===== src/rtl/trdb_pkg.sv =====
// Shared trace-debugger constants and the filter configuration encodings
// used by the multi-slot qualification filter.
package trdb_pkg;

  localparam int unsigned XLEN            = 32;
  localparam int unsigned CAUSE_LEN       = 5;
  localparam int unsigned PRIV_LEN        = 2;
  localparam int unsigned DEFAULT_NUM_CMP = 4;

  typedef enum logic [2:0] {
    SRC_CAUSE = 3'd0,
    SRC_TVEC  = 3'd1,
    SRC_TVAL  = 3'd2,
    SRC_PRIV  = 3'd3,
    SRC_IADDR = 3'd4
  } filter_src_e;

  typedef enum logic [1:0] {
    MODE_EQ    = 2'd0,
    MODE_RANGE = 2'd1,
    MODE_NE    = 2'd2,
    MODE_OUT   = 2'd3
  } filter_mode_e;

  typedef enum logic [1:0] {
    ACT_QUALIFY     = 2'd0,
    ACT_START       = 2'd1,
    ACT_STOP        = 2'd2,
    ACT_QUALIFY_ALT = 2'd3
  } filter_action_e;

  typedef enum logic {
    WIN_OFF = 1'b0,
    WIN_ON  = 1'b1
  } win_state_e;

endpackage


===== src/rtl/trdb_multi_filter_if.sv =====
// Retirement-side bundle feeding the trace filter: one retired instruction
// per cycle when valid_i is high.
interface trdb_multi_filter_if #(
  parameter int unsigned XLEN      = trdb_pkg::XLEN,
  parameter int unsigned CAUSE_LEN = trdb_pkg::CAUSE_LEN,
  parameter int unsigned PRIV_LEN  = trdb_pkg::PRIV_LEN
);

  logic                 valid_i;
  logic [CAUSE_LEN-1:0] cause_i;
  logic [XLEN-1:2]      tvec_i;
  logic [XLEN-1:0]      tval_i;
  logic [PRIV_LEN-1:0]  priv_lvl_i;
  logic [XLEN-1:0]      iaddr_i;

  modport master (output valid_i, cause_i, tvec_i, tval_i, priv_lvl_i, iaddr_i);
  modport slave  (input  valid_i, cause_i, tvec_i, tval_i, priv_lvl_i, iaddr_i);

endinterface


===== src/rtl/trdb_filter_cmp.sv =====
// One comparator slot: picks an operand, zero-extends it to XLEN and applies
// the selected unsigned compare. Purely combinational.
module trdb_filter_cmp #(
  parameter int unsigned XLEN = trdb_pkg::XLEN
) (
  input  logic                          en,
  input  logic [2:0]                    src,
  input  logic [1:0]                    mode,
  input  logic [XLEN-1:0]               lower,
  input  logic [XLEN-1:0]               upper,
  input  logic [trdb_pkg::CAUSE_LEN-1:0] cause,
  input  logic [XLEN-1:2]               tvec,
  input  logic [XLEN-1:0]               tval,
  input  logic [trdb_pkg::PRIV_LEN-1:0]  priv_lvl,
  input  logic [XLEN-1:0]               iaddr,
  output logic                          active,
  output logic                          match
);
  import trdb_pkg::*;

  logic [XLEN-1:0] op;
  logic            src_ok;
  logic            eq;
  logic            in_rng;
  logic            raw;

  always_comb begin
    // NOTE: defaults first so every path assigns op/src_ok and no latch is inferred.
    op     = '0;
    src_ok = 1'b1;
    case (src)
      SRC_CAUSE: op = XLEN'(cause);
      SRC_TVEC:  op = {tvec, 2'b00};
      SRC_TVAL:  op = tval;
      SRC_PRIV:  op = XLEN'(priv_lvl);
      SRC_IADDR: op = iaddr;
      default:   src_ok = 1'b0;
    endcase
  end

  // With lower > upper in_rng can never be true, so range never matches and
  // out-of-range always does, without a special case.
  assign eq     = (op == lower);
  assign in_rng = (op >= lower) && (op <= upper);

  always_comb begin
    raw = 1'b0;
    case (mode)
      MODE_EQ:    raw = eq;
      MODE_RANGE: raw = in_rng;
      MODE_NE:    raw = !eq;
      default:    raw = !in_rng;
    endcase
  end

  assign active = en && src_ok;
  assign match  = active && raw;

endmodule


===== src/rtl/trdb_multi_filter.sv =====
// Instruction-trace qualification filter: NUM_CMP comparator slots acting as
// qualifiers or start/stop triggers of a trace window, with registered outputs.
module trdb_multi_filter #(
  parameter int unsigned NUM_CMP = trdb_pkg::DEFAULT_NUM_CMP,
  parameter int unsigned XLEN    = trdb_pkg::XLEN,
  parameter int unsigned CNT_W   = 16
) (
  input  logic                    clk_i,
  input  logic                    rst_ni,
  trdb_multi_filter_if.slave      ret,
  input  logic [NUM_CMP-1:0]      cmp_en_i,
  input  logic [NUM_CMP*3-1:0]    cmp_src_i,
  input  logic [NUM_CMP*2-1:0]    cmp_mode_i,
  input  logic [NUM_CMP*2-1:0]    cmp_action_i,
  input  logic [NUM_CMP*XLEN-1:0] cmp_lower_i,
  input  logic [NUM_CMP*XLEN-1:0] cmp_upper_i,
  input  logic                    clear_i,
  output logic                    qualified_o,
  output logic [NUM_CMP-1:0]      match_o,
  output logic                    window_o,
  output logic [CNT_W-1:0]        qual_cnt_o
);
  import trdb_pkg::*;

  logic [NUM_CMP-1:0] slot_active;
  logic [NUM_CMP-1:0] slot_match;
  logic [NUM_CMP-1:0] is_start;
  logic [NUM_CMP-1:0] is_stop;
  logic [NUM_CMP-1:0] is_qual;

  for (genvar i = 0; i < NUM_CMP; i++) begin : g_slot
    trdb_filter_cmp #(.XLEN(XLEN)) u_cmp (
      .en       (cmp_en_i[i]),
      .src      (cmp_src_i[3*i +: 3]),
      .mode     (cmp_mode_i[2*i +: 2]),
      .lower    (cmp_lower_i[XLEN*i +: XLEN]),
      .upper    (cmp_upper_i[XLEN*i +: XLEN]),
      .cause    (ret.cause_i),
      .tvec     (ret.tvec_i),
      .tval     (ret.tval_i),
      .priv_lvl (ret.priv_lvl_i),
      .iaddr    (ret.iaddr_i),
      .active   (slot_active[i]),
      .match    (slot_match[i])
    );

    assign is_start[i] = (cmp_action_i[2*i +: 2] == ACT_START);
    assign is_stop[i]  = (cmp_action_i[2*i +: 2] == ACT_STOP);
    assign is_qual[i]  = !is_start[i] && !is_stop[i];
  end

  logic       qual_term;
  logic       start_en;
  logic       start_hit;
  logic       stop_hit;
  logic       win_eff;
  logic       qual_now;
  win_state_e state;
  win_state_e idle_state;

  // Inactive qualify slots contribute a 1, so no qualifier means "qualify all".
  assign qual_term  = &(~(slot_active & is_qual) | slot_match);
  assign start_en   = |(slot_active & is_start);
  assign start_hit  = |(slot_match & is_start);
  assign stop_hit   = |(slot_match & is_stop);
  assign idle_state = start_en ? WIN_OFF : WIN_ON;

  // The start instruction joins the window; a stop instruction is covered
  // because the state is still ON while it is evaluated.
  assign win_eff  = (state == WIN_ON) || start_hit;
  assign qual_now = ret.valid_i && win_eff && qual_term;

  always_ff @(posedge clk_i) begin
    // NOTE: non-blocking assignments for all state so every register samples pre-edge values.
    if (!rst_ni || clear_i) begin
      state       <= idle_state;
      qualified_o <= 1'b0;
      match_o     <= '0;
      qual_cnt_o  <= '0;
    end else begin
      qualified_o <= qual_now;
      match_o     <= ret.valid_i ? slot_match : '0;
      if (qual_now && (qual_cnt_o != '1)) qual_cnt_o <= qual_cnt_o + CNT_W'(1);

      if (ret.valid_i && stop_hit)       state <= WIN_OFF;
      else if (ret.valid_i && start_hit) state <= WIN_ON;
      else if (!start_en)                state <= WIN_ON;
    end
  end

  assign window_o = (state == WIN_ON);

endmodule

===== src/flat_wrapper.sv =====
// flat-port wrapper written by rule: the top's interface ports become plain ports
module trdb_multi_filter_flat import trdb_pkg::*;
#(
  parameter int unsigned NUM_CMP = trdb_pkg::DEFAULT_NUM_CMP,
  parameter int unsigned XLEN    = trdb_pkg::XLEN,
  parameter int unsigned CNT_W   = 16
)
  (clk_i, rst_ni, cmp_en_i, cmp_src_i, cmp_mode_i, cmp_action_i, cmp_lower_i, cmp_upper_i, clear_i, qualified_o, match_o, window_o, qual_cnt_o, ret_valid_i, ret_cause_i, ret_tvec_i, ret_tval_i, ret_priv_lvl_i, ret_iaddr_i);
  trdb_multi_filter_if #(.XLEN(XLEN)) ret_i ();
  input  logic clk_i;
  input  logic rst_ni;
  input  logic [NUM_CMP-1:0] cmp_en_i;
  input  logic [NUM_CMP*3-1:0] cmp_src_i;
  input  logic [NUM_CMP*2-1:0] cmp_mode_i;
  input  logic [NUM_CMP*2-1:0] cmp_action_i;
  input  logic [NUM_CMP*XLEN-1:0] cmp_lower_i;
  input  logic [NUM_CMP*XLEN-1:0] cmp_upper_i;
  input  logic clear_i;
  output logic qualified_o;
  output logic [NUM_CMP-1:0] match_o;
  output logic window_o;
  output logic [CNT_W-1:0] qual_cnt_o;
  input wire logic [$bits(ret_i.valid_i)-1:0] ret_valid_i;
  input wire logic [$bits(ret_i.cause_i)-1:0] ret_cause_i;
  input wire logic [$bits(ret_i.tvec_i)-1:0] ret_tvec_i;
  input wire logic [$bits(ret_i.tval_i)-1:0] ret_tval_i;
  input wire logic [$bits(ret_i.priv_lvl_i)-1:0] ret_priv_lvl_i;
  input wire logic [$bits(ret_i.iaddr_i)-1:0] ret_iaddr_i;
  assign ret_i.valid_i = ret_valid_i;
  assign ret_i.cause_i = ret_cause_i;
  assign ret_i.tvec_i = ret_tvec_i;
  assign ret_i.tval_i = ret_tval_i;
  assign ret_i.priv_lvl_i = ret_priv_lvl_i;
  assign ret_i.iaddr_i = ret_iaddr_i;
  trdb_multi_filter #(.NUM_CMP(NUM_CMP), .XLEN(XLEN), .CNT_W(CNT_W)) u_core (.clk_i(clk_i), .rst_ni(rst_ni), .ret(ret_i), .cmp_en_i(cmp_en_i), .cmp_src_i(cmp_src_i), .cmp_mode_i(cmp_mode_i), .cmp_action_i(cmp_action_i), .cmp_lower_i(cmp_lower_i), .cmp_upper_i(cmp_upper_i), .clear_i(clear_i), .qualified_o(qualified_o), .match_o(match_o), .window_o(window_o), .qual_cnt_o(qual_cnt_o));
endmodule

===== config.mk =====
export PLATFORM = sky130hd
export DESIGN_NAME = trdb_multi_filter_flat
export DESIGN_NICKNAME = d
export VERILOG_FILES = /design/src/rtl/trdb_pkg.sv /design/src/rtl/trdb_multi_filter_if.sv /design/src/rtl/trdb_filter_cmp.sv /design/src/rtl/trdb_multi_filter.sv /design/src/flat_wrapper.sv
export SDC_FILE = /design/constraint.sdc
export NUM_CORES = 1
export LEC_CHECK = 0
export BUFFER_PORTS_ARGS = -buffer_cell sky130_fd_sc_hd__buf_2
export CAP_MARGIN = 20
export CORE_AREA = 2 2 161 163
export CTS_CLUSTER_DIAMETER = 200
export DETAILED_ROUTE_END_ITERATION = 8
export DIE_AREA = 0 0 163 165
export PLACE_DENSITY_LB_ADDON = 0.05
export SLEW_MARGIN = 20
export SYNTH_ARGS = -nofsm -noshare
export SYNTH_HDL_FRONTEND = slang
export SYNTH_HIERARCHICAL = 1
export SYNTH_SLANG_ARGS = --single-unit
export TNS_END_PERCENT = 30

===== constraint.sdc =====
create_clock -name clk_i -period 13.95 [get_ports clk_i]
set_input_delay 0.6975 -clock clk_i [delete_from_list [all_inputs] [get_ports clk_i]]
set_output_delay 0.6975 -clock clk_i [all_outputs]
set_load 0.03 [all_outputs]

==> results.md, run 1 <==
* Status: finished, final reports clean
* FMAX at 159 MHz
* Skew-Pair Late Insertion Delay at 0.26 ns
* CP arrival at 6.48 ns
* Syn_nets at 2243
* Io pins at 415
* Tot GR Track Use at 34.4%
* Detailed-router iteration count before antenna repair at 6
* Worst Tran Pin Value at 1.19 ns
* Pre-CTS setup slack at 7.58 ns
* Main flop type after synthesis: dfxtp_1
* Cell Rows at 58
* Final Hold Vio Count at 0
* Dominant cells by area after synthesis: ha_1, inv_1, a22oi_1
* Max-cap violations at 0
* Hold EP: u_core/qual_cnt_o[8]
* Post-layout nets at 2603
* Initial antenna violation count at 10
* Hold WC Path Type: reg2reg
* Seq cells post-synth at 22
* Die H at 165 um
* Placed cells at 2278
* Synthesized instance count at 1593
* Fin crit period at 6.30 ns
* Worst EP required at 14.12 ns
* Unique cell type count in the Yosys netlist at 86
* Slew HR at 20.5%
* Buffers on Ports at 414
* Setup ws final at 7.65 ns
* CTS Buffer Depth at 2
* Yosys top cell area share at 29.8%
* Worst Setup End Kind: flip-flop
* Final worst-path cycle share at 45.2%
* Register-to-register setup slack at 11.72 ns
* # Post-CTS Setup Buffers at 0
* Routed wire length at 49000 um
* Die Footprint at 26900 sq um
* Unrepaired setup endpoints after global routing: no
* Seq/Total Area, Yosys at 4.18%
* GPL Wtd Cong at 1.05
* DP HPWL at 42000 um
* Worst Path Max Fanout at 40
* Most frequent cells in the layout: buf_2, inv_1, ha_1
* Post-synth top area cell: ha_1
* Max Clock Skew at 0.00145 ns
* Setup TNS at 0 ns
* Root Buffer: clkbuf_16
* Largest net degree at the start of global routing at 41
* Endpoints failing setup at 0
* Via-to-Cell Ratio at 5.88
* Startpoint types: primary input
* Placed Area at 13000 sq um
* Hold Path Stages at 2
* FILL cells at 2616
* Final ANT Viol Nets at 0
* Post-cts repair resize count at 0
* Vias in the first global route at 12600
* Die Width at 163 um
* Core area at 25000 sq um
* Worst VDD drop at 0.0820 mV
* CTS clk-pin slew, worst paths at 0.06 ns
* LEAKAGE at 7.35 nW
* Layout cells sized above 1 at 23.8%
* Reg-to-Reg End: u_core/qual_cnt_o[5]
* PD cells at 39.1 nW/um^2
* DRC viols at 0
* Non-filler cells, final at 2288
* DRT iter0 DRCs at 1445
* Routed length per instance at 21.4 um
* Slew Viols, Final at 0
* Layout area overhead at 21.8%
* Reg2Reg Depth at 6
* EDFF count, synth at 1
* Syn Std Cell Area at 10800 sq um
* Starting Density at 43.0%
* Hold Path Origin: u_core/qual_cnt_o[8]
* Synth async-reset ratio at 0%
* Final non-filler cell area at 13100 sq um
* CTS tree: done
* GRT overflow at 0
* Synthesized area per cell at 6.77 sq um
* Vias at 13500
* YS warnings at 6
* CTS Sinks at 22
* First-pass GRT wire length at 70300 um
* Cts bufs inserted at 3
* Most common cell after layout, fill and taps aside: buf_2
* H-tree depth at 1
* Critical path class: in2reg
* Reg-to-reg critical path startpoint: u_core/qual_cnt_o[0]
* Util after Layout at 52.5%
* Hold_buf cts at 0
## where the power goes
group / switching (W) / internal, W / total, W
Sequential: 0.000000706 / 0.0000643 / 0.0000650
Combinational: 0.000231 / 0.000151 / 0.000382
Clock: 0.0000234 / 0.0000438 / 0.0000672
## layer usage
layer | track usage, % | routed length, um
met1 | 43.1 | 19800
met2 | 58.4 | 22400
met3 | 6.63 | 4850
met4 | 12.7 | 1870
met5 | 0 | 51
## layout make-up
type	instances	area (sq um)	share of cell area [%]
multi-input cells	1239	9040	68.9
repair buffers	421	2120	16.2
inverters	266	998	7.60
flip-flops and latches	22	450	3.43
well taps	330	413	3.14
clock buffers	4	88.8	0.676
diodes	6	15.0	0.114
## metrics by stage
step	hold slack (ns)	total power (W)
after CTS	0.493	0.000506
final	0.493	0.000514
after global placement	0.476	0.000433
after global routing	0.515	0.000554
after detailed placement	0.486	0.000437
after floorplan	0.595	0.000283
## how the worst max path moves through the flow
stage | start | end | slack (ns) | depth (start not counted)
floorplan | cmp_src_i[8] | u_core/qual_cnt_o[13] | 9.01 | 21
global placement | cmp_src_i[1] | u_core/qual_cnt_o[3] | 7.61 | 17
detailed placement | cmp_src_i[1] | u_core/qual_cnt_o[13] | 7.58 | 17
CTS | cmp_src_i[1] | u_core/qual_cnt_o[5] | 7.80 | 17
global route | cmp_src_i[1] | u_core/qual_cnt_o[9] | 7.38 | 17
finish | cmp_src_i[1] | u_core/qual_cnt_o[5] | 7.65 | 17
## registers in the layout, indices dropped and copies added (netlist names)
name and cells:
u_core/qual_cnt_o 16, u_core/window_o 1, u_core/qualified_o 1, u_core/match_o 4
## Yosys cell counts, types with 3 or more instances
library cell	n
buf_6	5
clkbuf_1	45
and3_1	13
a31oi_1	19
o21ai_1	3
nor2_2	3
a21o_1	29
ha_1	257
o31ai_1	13
nand4_1	46
xnor2_1	5
a211oi_1	11
and2_1	7
buf_2	4
inv_1	266
o21bai_1	3
o21ai_0	161
o211ai_1	4
a22oi_1	115
or3_1	4
nand2b_1	7
nand2_1	184
nand3_1	41
dfxtp_1	21
nand3b_1	5
buf_1	9
o21a_1	6
and4_1	7
nor3_1	20
a21oi_1	104
nor2b_1	10
o32ai_1	3
or4_1	14
mux2i_1	21
a221oi_1	5
nor4_1	7
nor2_1	51
a221oi_2	3
a22o_1	4
## worst max-delay path, stage by stage
cell       delay [ns]
buf_2            0.54
and2_1           0.90
nand2_1          0.10
o21ai_0          0.31
ha_1             0.26
nand4_1          0.18
nor4bb_1         0.60
nand3_1          0.27
a21oi_1          0.19
a2111oi_0        0.08
o32ai_1          0.36
mux2i_1          0.50
a22oi_1          0.20
nand3b_2         0.15
nand4_4          0.32
or4_1            0.60
a21oi_1          0.17
## kinds of logic (layout without fill, tap and decap cells)
group | after synthesis | count (layout) | share of synthesized area, %
compound gates | 512 | 512 | 30.6
xor+xnor | 6 | 6 | 0.488
fa+ha+maj | 259 | 259 | 30.0
buf+inv | 332 | 691 | 12.1
flops | 22 | 22 | 4.18
mux | 22 | 22 | 2.09
other cells | 0 | 6 | 0
simple gates | 440 | 440 | 20.5
(Power assumes the default switching activity.)
==> inputs of run 2 (changes only) <==
- CORE_AREA: 2 2 161 163 -> 2 2 159 161
- DIE_AREA: 0 0 163 165 -> 0 0 161 163
- clock period: 13.95 -> 5.6 ns (I/O delays scaled with it)
==> results.md, run 2 (synthesis results as in run 1) <==
* Layout area overhead at 23.7% (was 21.8%)
* Slew HR at 44.4% (was 20.5%)
* Die Footprint at 26200 sq um (was 26900 sq um)
* Worst path max stage delay at 0.59 ns (was 0.90 ns)
* Die H at 163 um (was 165 um)
* CTS clk-pin slew, worst paths at 0.06 ns (about the same)
* Final worst-path cycle share at 95.1%
* Setup ws final at 0.272 ns (was 7.65 ns)
* Reg2Reg Depth at 6 (unchanged)
* GPL Wtd Cong at 0.992 (was 1.05)
* Hold Path Origin: ret_valid_i (was u_core/qual_cnt_o[8])
* Hold_buf cts at 0 (unchanged)
* Vias at 13600 (was 13500)
* Slew Viols, Final at 0 (unchanged)
* GRT overflow at 0 (unchanged)
* Worst path bufs/invs at 2 (was 1)
* Tot GR Track Use at 35.3% (was 34.4%)
* Top cell family by delay on the critical path: simple AND/OR/NAND/NOR gates (unchanged)
* Worst Tran Pin Value at 0.833 ns (was 1.19 ns)
* Skew-Pair Late Insertion Delay at 0.25 ns (was 0.26 ns)
* Fin crit period at 5.33 ns
* Most common cell after layout, fill and taps aside: buf_2 (unchanged)
* Vias in the first global route at 12800 (was 12600)
* Worst path cell trace: buf_2 > nor2b_2 > buf_4 > a22oi_1 > o21ai_0 > ha_1 > nand4_1 > nor3_1 > nand4_1 > nor3_1 > and2_1 > a221oi_2 > or4_1 > nand2_1 > nand3b_1 > o211a_4 > nand4_4 > or4_1 > a21oi_1 (was buf_2 > and2_1 > nand2_1 > o21ai_0 > ha_1 > nand4_1 > nor4bb_1 > nand3_1 > a21oi_1 > a2111oi_0 > o32ai_1 > mux2i_1 > a22oi_1 > nand3b_2 > nand4_4 > or4_1 > a21oi_1)
* LEAKAGE at 7.48 nW (was 7.35 nW)
* Max Clock Skew at 0.00352 ns (was 0.00145 ns)
* Routed length per instance at 21.2 um (was 21.4 um)
* Via-to-Cell Ratio at 5.88 (about the same)
* Worst EP required at 5.77 ns (was 14.12 ns)
* Status: finished, final reports clean (unchanged)
* Largest registers: u_core/qual_cnt_o x16, u_core/match_o x4 (unchanged)
* Stages on worst setup path at 19 (was 17)
* Cell Rows at 58 (unchanged)
* Startpoint types: primary input (unchanged)
* Core area at 24700 sq um (was 25000 sq um)
* Worst VDD drop at 0.132 mV (was 0.0820 mV)
* Setup TNS at 0 ns (unchanged)
* Most frequent cells in the layout: buf_2, inv_1, ha_1 (unchanged)
* Switching component of the power at 0.000634 W (was 0.000255 W)
* Root Buffer: clkbuf_16 (unchanged)
* FMAX at 188 MHz
* Max reg flops at 16 (unchanged)
* Final ANT Viol Nets at 0 (unchanged)
* Sequential power share at 12.5% (was 12.6%)
* Post-cts repair resize count at 0 (unchanged)
* Largest Register: u_core/qual_cnt_o (unchanged)
* DP HPWL at 41600 um (was 42000 um)
* Final Hold Vio Count at 0 (unchanged)
* Post-layout nets at 2628 (was 2603)
* H-tree depth at 1 (unchanged)
* Register-to-register setup slack at 3.35 ns (was 11.72 ns)
* Critical path class: in2reg (unchanged)
* First-pass GRT wire length at 71700 um (was 70300 um)
* Critical-path cell with the highest stage delay: or4_1 (was and2_1)
* Hold EP: u_core/match_o[1] (was u_core/qual_cnt_o[8])
* Net Sw Frac at 49.1% (was 49.7%)
* Reg-to-reg critical path startpoint: u_core/qual_cnt_o[0] (unchanged)
* Routed wire length at 48900 um (was 49000 um)
* Pre-CTS setup slack at 0.200 ns (was 7.58 ns)
* Comb pwr share at 74.8% (was 74.3%)
* Hold WC Path Type: in2reg (was reg2reg)
* Starting Density at 43.7% (was 43.0%)
* Layout cells sized above 1 at 24.7% (was 23.8%)
* Max-cap violations at 0 (unchanged)
* DRC viols at 0 (unchanged)
* Initial antenna violation count at 3 (was 10)
* # Post-CTS Setup Buffers at 0 (unchanged)
* Reg-to-Reg End: u_core/qual_cnt_o[0] (was u_core/qual_cnt_o[5])
* Worst Path Max Fanout at 29 (was 40)
* Cts bufs inserted at 3 (unchanged)
* Internal power at 0.000658 W (was 0.000259 W)
* Die Width at 161 um (was 163 um)
* Worst Setup End Kind: flip-flop (unchanged)
* CTS tree: done (unchanged)
* CTS Sinks at 22 (unchanged)
* Largest net degree at the start of global routing at 40 (was 41)
* Endpoints failing setup at 0 (unchanged)
* Unrepaired setup endpoints after global routing: no (unchanged)
* Clock share of power at 12.7% (was 13.1%)
* Io pins at 415 (unchanged)
* Buffers on Ports at 414 (unchanged)
* CP arrival at 5.50 ns (was 6.48 ns)
* CTS Buffer Depth at 2 (unchanged)
* CP Launch Point: cmp_src_i[8] (was cmp_src_i[1])
* Detailed-router iteration count before antenna repair at 6 (unchanged)
* PD cells at 96.9 nW/um^2 (was 39.1 nW/um^2)
* DRT iter0 DRCs at 1703 (was 1445)
* Hold Path Stages at 2 (unchanged)
## run 2: area by class of cell
type                       instances  area [sq um]
antenna                            2          5.00
sequential                        22           450
fill                            2530         11300
clock buffer                       4          88.8
multi-input combinational       1239          9040
timing repair buffer             446          2340
inverter                         266           998
tap                              330           413
## run 2: per-layer routing
metal	up-vias	part of all wire, %	GRT usage [%]	wire, um
met5	-	0.070	0	34
met4	4	3.2	10.0	1570
met3	110	9.5	4.81	4650
met2	755	46	61.0	22600
met1	6176	41	45.9	20000
li1	6526	-	-	-
## run 2: worst register-to-register path, delay by kind of cell, from the launching register on
kind | cells | cell delay [ns]
DFF | 1 | 0.44
and+or+nand+nor | 3 | 1.09
adders and majority gates | 1 | 0.28
AOI/OAI and AO/OA | 2 | 0.36
## run 2: worst max-delay path by stage
stage	end	slack, ns
after global placement	u_core/qual_cnt_o[5]	0.16
after floorplan	u_core/qual_cnt_o[13]	1.07
after CTS	u_core/qual_cnt_o[15]	0.45
after detailed placement	u_core/qual_cnt_o[13]	0.20
after global routing	u_core/qual_cnt_o[14]	0.008
final	u_core/qual_cnt_o[13]	0.27
## run 2: metrics by stage
step	power (W)	std cells	area [sq um]	util, %	hold slack [ns]
after detailed placement	0.00110	2303	13200	53.7	0.486
after global routing	0.00140	2308	13300	54.0	0.395
after CTS	0.00127	2307	13300	54.0	0.375
after floorplan	0.000704	1593	10800	-	0.426
final	0.00129	2309	13300	54.0	0.374
after global placement	0.00110	2303	13200	53.7	0.479
## run 2: power by group through the flow
stage | clock network, W | registers (W) | logic (W)
5_1_grt | 0.000173 | 0.000162 | 0.00106
6_report | 0.000164 | 0.000162 | 0.000966
3_5_place_dp | 0 | 0.000165 | 0.000939
3_3_place_gp | 0 | 0.000165 | 0.000932
2_1_floorplan | 0 | 0.000169 | 0.000535
4_1_cts | 0.000166 | 0.000162 | 0.000945
==> inputs of run 3 (changes only) <==
- CORE_AREA: 2 2 159 161 -> 2 2 163 165
- DIE_AREA: 0 0 161 163 -> 0 0 165 167
==> results.md, run 3 (synthesis results as in run 1) <==
* Worst Setup End Kind: flip-flop (unchanged)
* Initial antenna violation count at 14 (was 3)
* Stages on worst setup path at 18 (was 19)
* Pre-CTS setup slack at 0.241 ns (was 0.200 ns)
* Util after Layout at 52.1% (was 54.0%)
* CP Launch Point: cmp_src_i[8] (unchanged)
* Worst VDD drop at 0.147 mV (was 0.132 mV)
* CTS clk-pin slew, worst paths at 0.06 ns (about the same)
* Hold WC Path Type: in2reg (unchanged)
* Tot GR Track Use at 32.4% (was 35.3%)
* Starting Density at 41.8% (was 43.7%)
* DP HPWL at 40900 um (was 41600 um)
* Critical-path cell with the highest stage delay: nor2b_2 (was or4_1)
* Hold Path Stages at 2 (unchanged)
* Worst Path Max Fanout at 28 (was 29)
* Slew HR at 42.8% (was 44.4%)
* Worst path bufs/invs at 1 (was 2)
* Worst Hold Slack at 0.373 ns (was 0.374 ns)
* Die H at 167 um (was 163 um)
* Reg2Reg Depth at 6 (unchanged)
* Max reg flops at 16 (unchanged)
* First-pass GRT wire length at 68800 um (was 71700 um)
* Largest registers: u_core/qual_cnt_o x16, u_core/match_o x4 (unchanged)
* Routed length per instance at 20.4 um (was 21.2 um)
* Die Footprint at 27600 sq um (was 26200 sq um)
* Reg-to-reg critical path startpoint: u_core/qual_cnt_o[0] (unchanged)
* Largest Register: u_core/qual_cnt_o (unchanged)
* Unrepaired setup endpoints after global routing: no (unchanged)
* H-tree depth at 1 (unchanged)
* Skew-Pair Late Insertion Delay at 0.25 ns (about the same)
* Startpoint types: primary input (unchanged)
* Setup ws final at 0.395 ns (was 0.272 ns)
* Critical path class: in2reg (unchanged)
* PD cells at 95.0 nW/um^2 (was 96.9 nW/um^2)
* Final worst-path cycle share at 93.0% (was 95.1%)
* Worst path max stage delay at 0.63 ns (was 0.59 ns)
* CTS Sinks at 22 (unchanged)
* Worst path cell trace: buf_2 > nor2b_2 > a22oi_1 > o21ai_0 > ha_1 > nand4_1 > nor3_1 > nand4_1 > nor3_1 > and2_1 > a221oi_2 > or4_1 > nand2_1 > nand3b_1 > o211a_4 > nand4_4 > or4_1 > a21oi_1 (was buf_2 > nor2b_2 > buf_4 > a22oi_1 > o21ai_0 > ha_1 > nand4_1 > nor3_1 > nand4_1 > nor3_1 > and2_1 > a221oi_2 > or4_1 > nand2_1 > nand3b_1 > o211a_4 > nand4_4 > or4_1 > a21oi_1)
* Status: finished, final reports clean (unchanged)
* Layout area overhead at 24.5% (was 23.7%)
* Vias in the first global route at 12500 (was 12800)
* Post-layout nets at 2639 (was 2628)
* Vias at 13400 (was 13600)
* Most common cell after layout, fill and taps aside: buf_2 (unchanged)
* CP arrival at 5.38 ns (was 5.50 ns)
* Core area at 25800 sq um (was 24700 sq um)
* Detailed-router iteration count before antenna repair at 6 (unchanged)
* Worst Tran Pin Value at 0.857 ns (was 0.833 ns)
* Via-to-Cell Ratio at 5.75 (was 5.88)
* Buffers on Ports at 414 (unchanged)
* FMAX at 192 MHz (was 188 MHz)
* Die Width at 165 um (was 161 um)
* Cts bufs inserted at 3 (unchanged)
* Fin crit period at 5.21 ns (was 5.33 ns)
* Setup TNS at 0 ns (unchanged)
* Cell Rows at 59 (was 58)
* Final Hold Vio Count at 0 (unchanged)
* Final ANT Viol Nets at 0 (unchanged)
* Max-cap violations at 0 (unchanged)
* Total power at 0.00127 W (was 0.00129 W)
* GRT overflow at 0 (unchanged)
* Slew Viols, Final at 0 (unchanged)
* Layout cells sized above 1 at 25.1% (was 24.7%)
* DRC viols at 0 (unchanged)
* Routed wire length at 47700 um (was 48900 um)
* Hold Path Origin: ret_valid_i (unchanged)
* CTS Buffer Depth at 2 (unchanged)
* Most frequent cells in the layout: buf_2, inv_1, ha_1 (unchanged)
* Max Clock Skew at 0.00174 ns (was 0.00352 ns)
* LEAKAGE at 7.53 nW (was 7.48 nW)
* Root Buffer: clkbuf_16 (unchanged)
* Endpoints failing setup at 0 (unchanged)
* Top cell family by delay on the critical path: simple AND/OR/NAND/NOR gates (unchanged)
* Largest net degree at the start of global routing at 40 (unchanged)
* GPL Wtd Cong at 0.995 (was 0.992)
* CTS tree: done (unchanged)
* Io pins at 415 (unchanged)
* Worst EP required at 5.77 ns (about the same)
* DRT iter0 DRCs at 1442 (was 1703)
run 3: metal layers:
metal  vias up  track usage, %  part of all wire (%)
li1       6561               -                     -
met1      6058            41.9                    41
met2       682            54.2                    46
met3       100            5.98                    10
met4        12            10.1                   3.3
met5         -               0                  0.16
run 3: stage by stage:
stage,cells,instance area (sq um)
global placement,2319,13300
detailed placement,2319,13300
CTS,2323,13400
floorplan,1593,10800
global route,2328,13400
finish,2333,13400
run 3: repair_timing:
| item | in CTS | in global routing |
|---|---|---|
| hold endpoints to repair | 0 | 0 |
| hold buffers | 0 | 0 |
| setup buffers | 0 | 0 |
| endpoints found under the setup margin | 0 | 1 |
| gates resized for setup | 0 | 1 |
run 3: worst paths after layout:
kind                           to  slack [ns]
min reg2reg  u_core/qual_cnt_o[8]        0.50
max          u_core/qual_cnt_o[5]        0.39
max reg2reg  u_core/qual_cnt_o[5]        3.35
min             u_core/match_o[1]        0.37
run 3: cell type report:
class,instances,area [sq um]
inverters,266,998
diodes,10,25.0
well taps,335,419
clock buffers,4,78.8
multi-input cells,1239,9040
repair buffers,457,2410
flip-flops and latches,22,450
fillers,2696,12300
run 3: where the power goes:
group | total, W | switching [W] | internal (W)
sequential | 0.000162 | 0.00000184 | 0.000160
combinational | 0.000960 | 0.000568 | 0.000392
clock | 0.000152 | 0.0000551 | 0.0000970
total | 0.00127 | 0.000625 | 0.000649
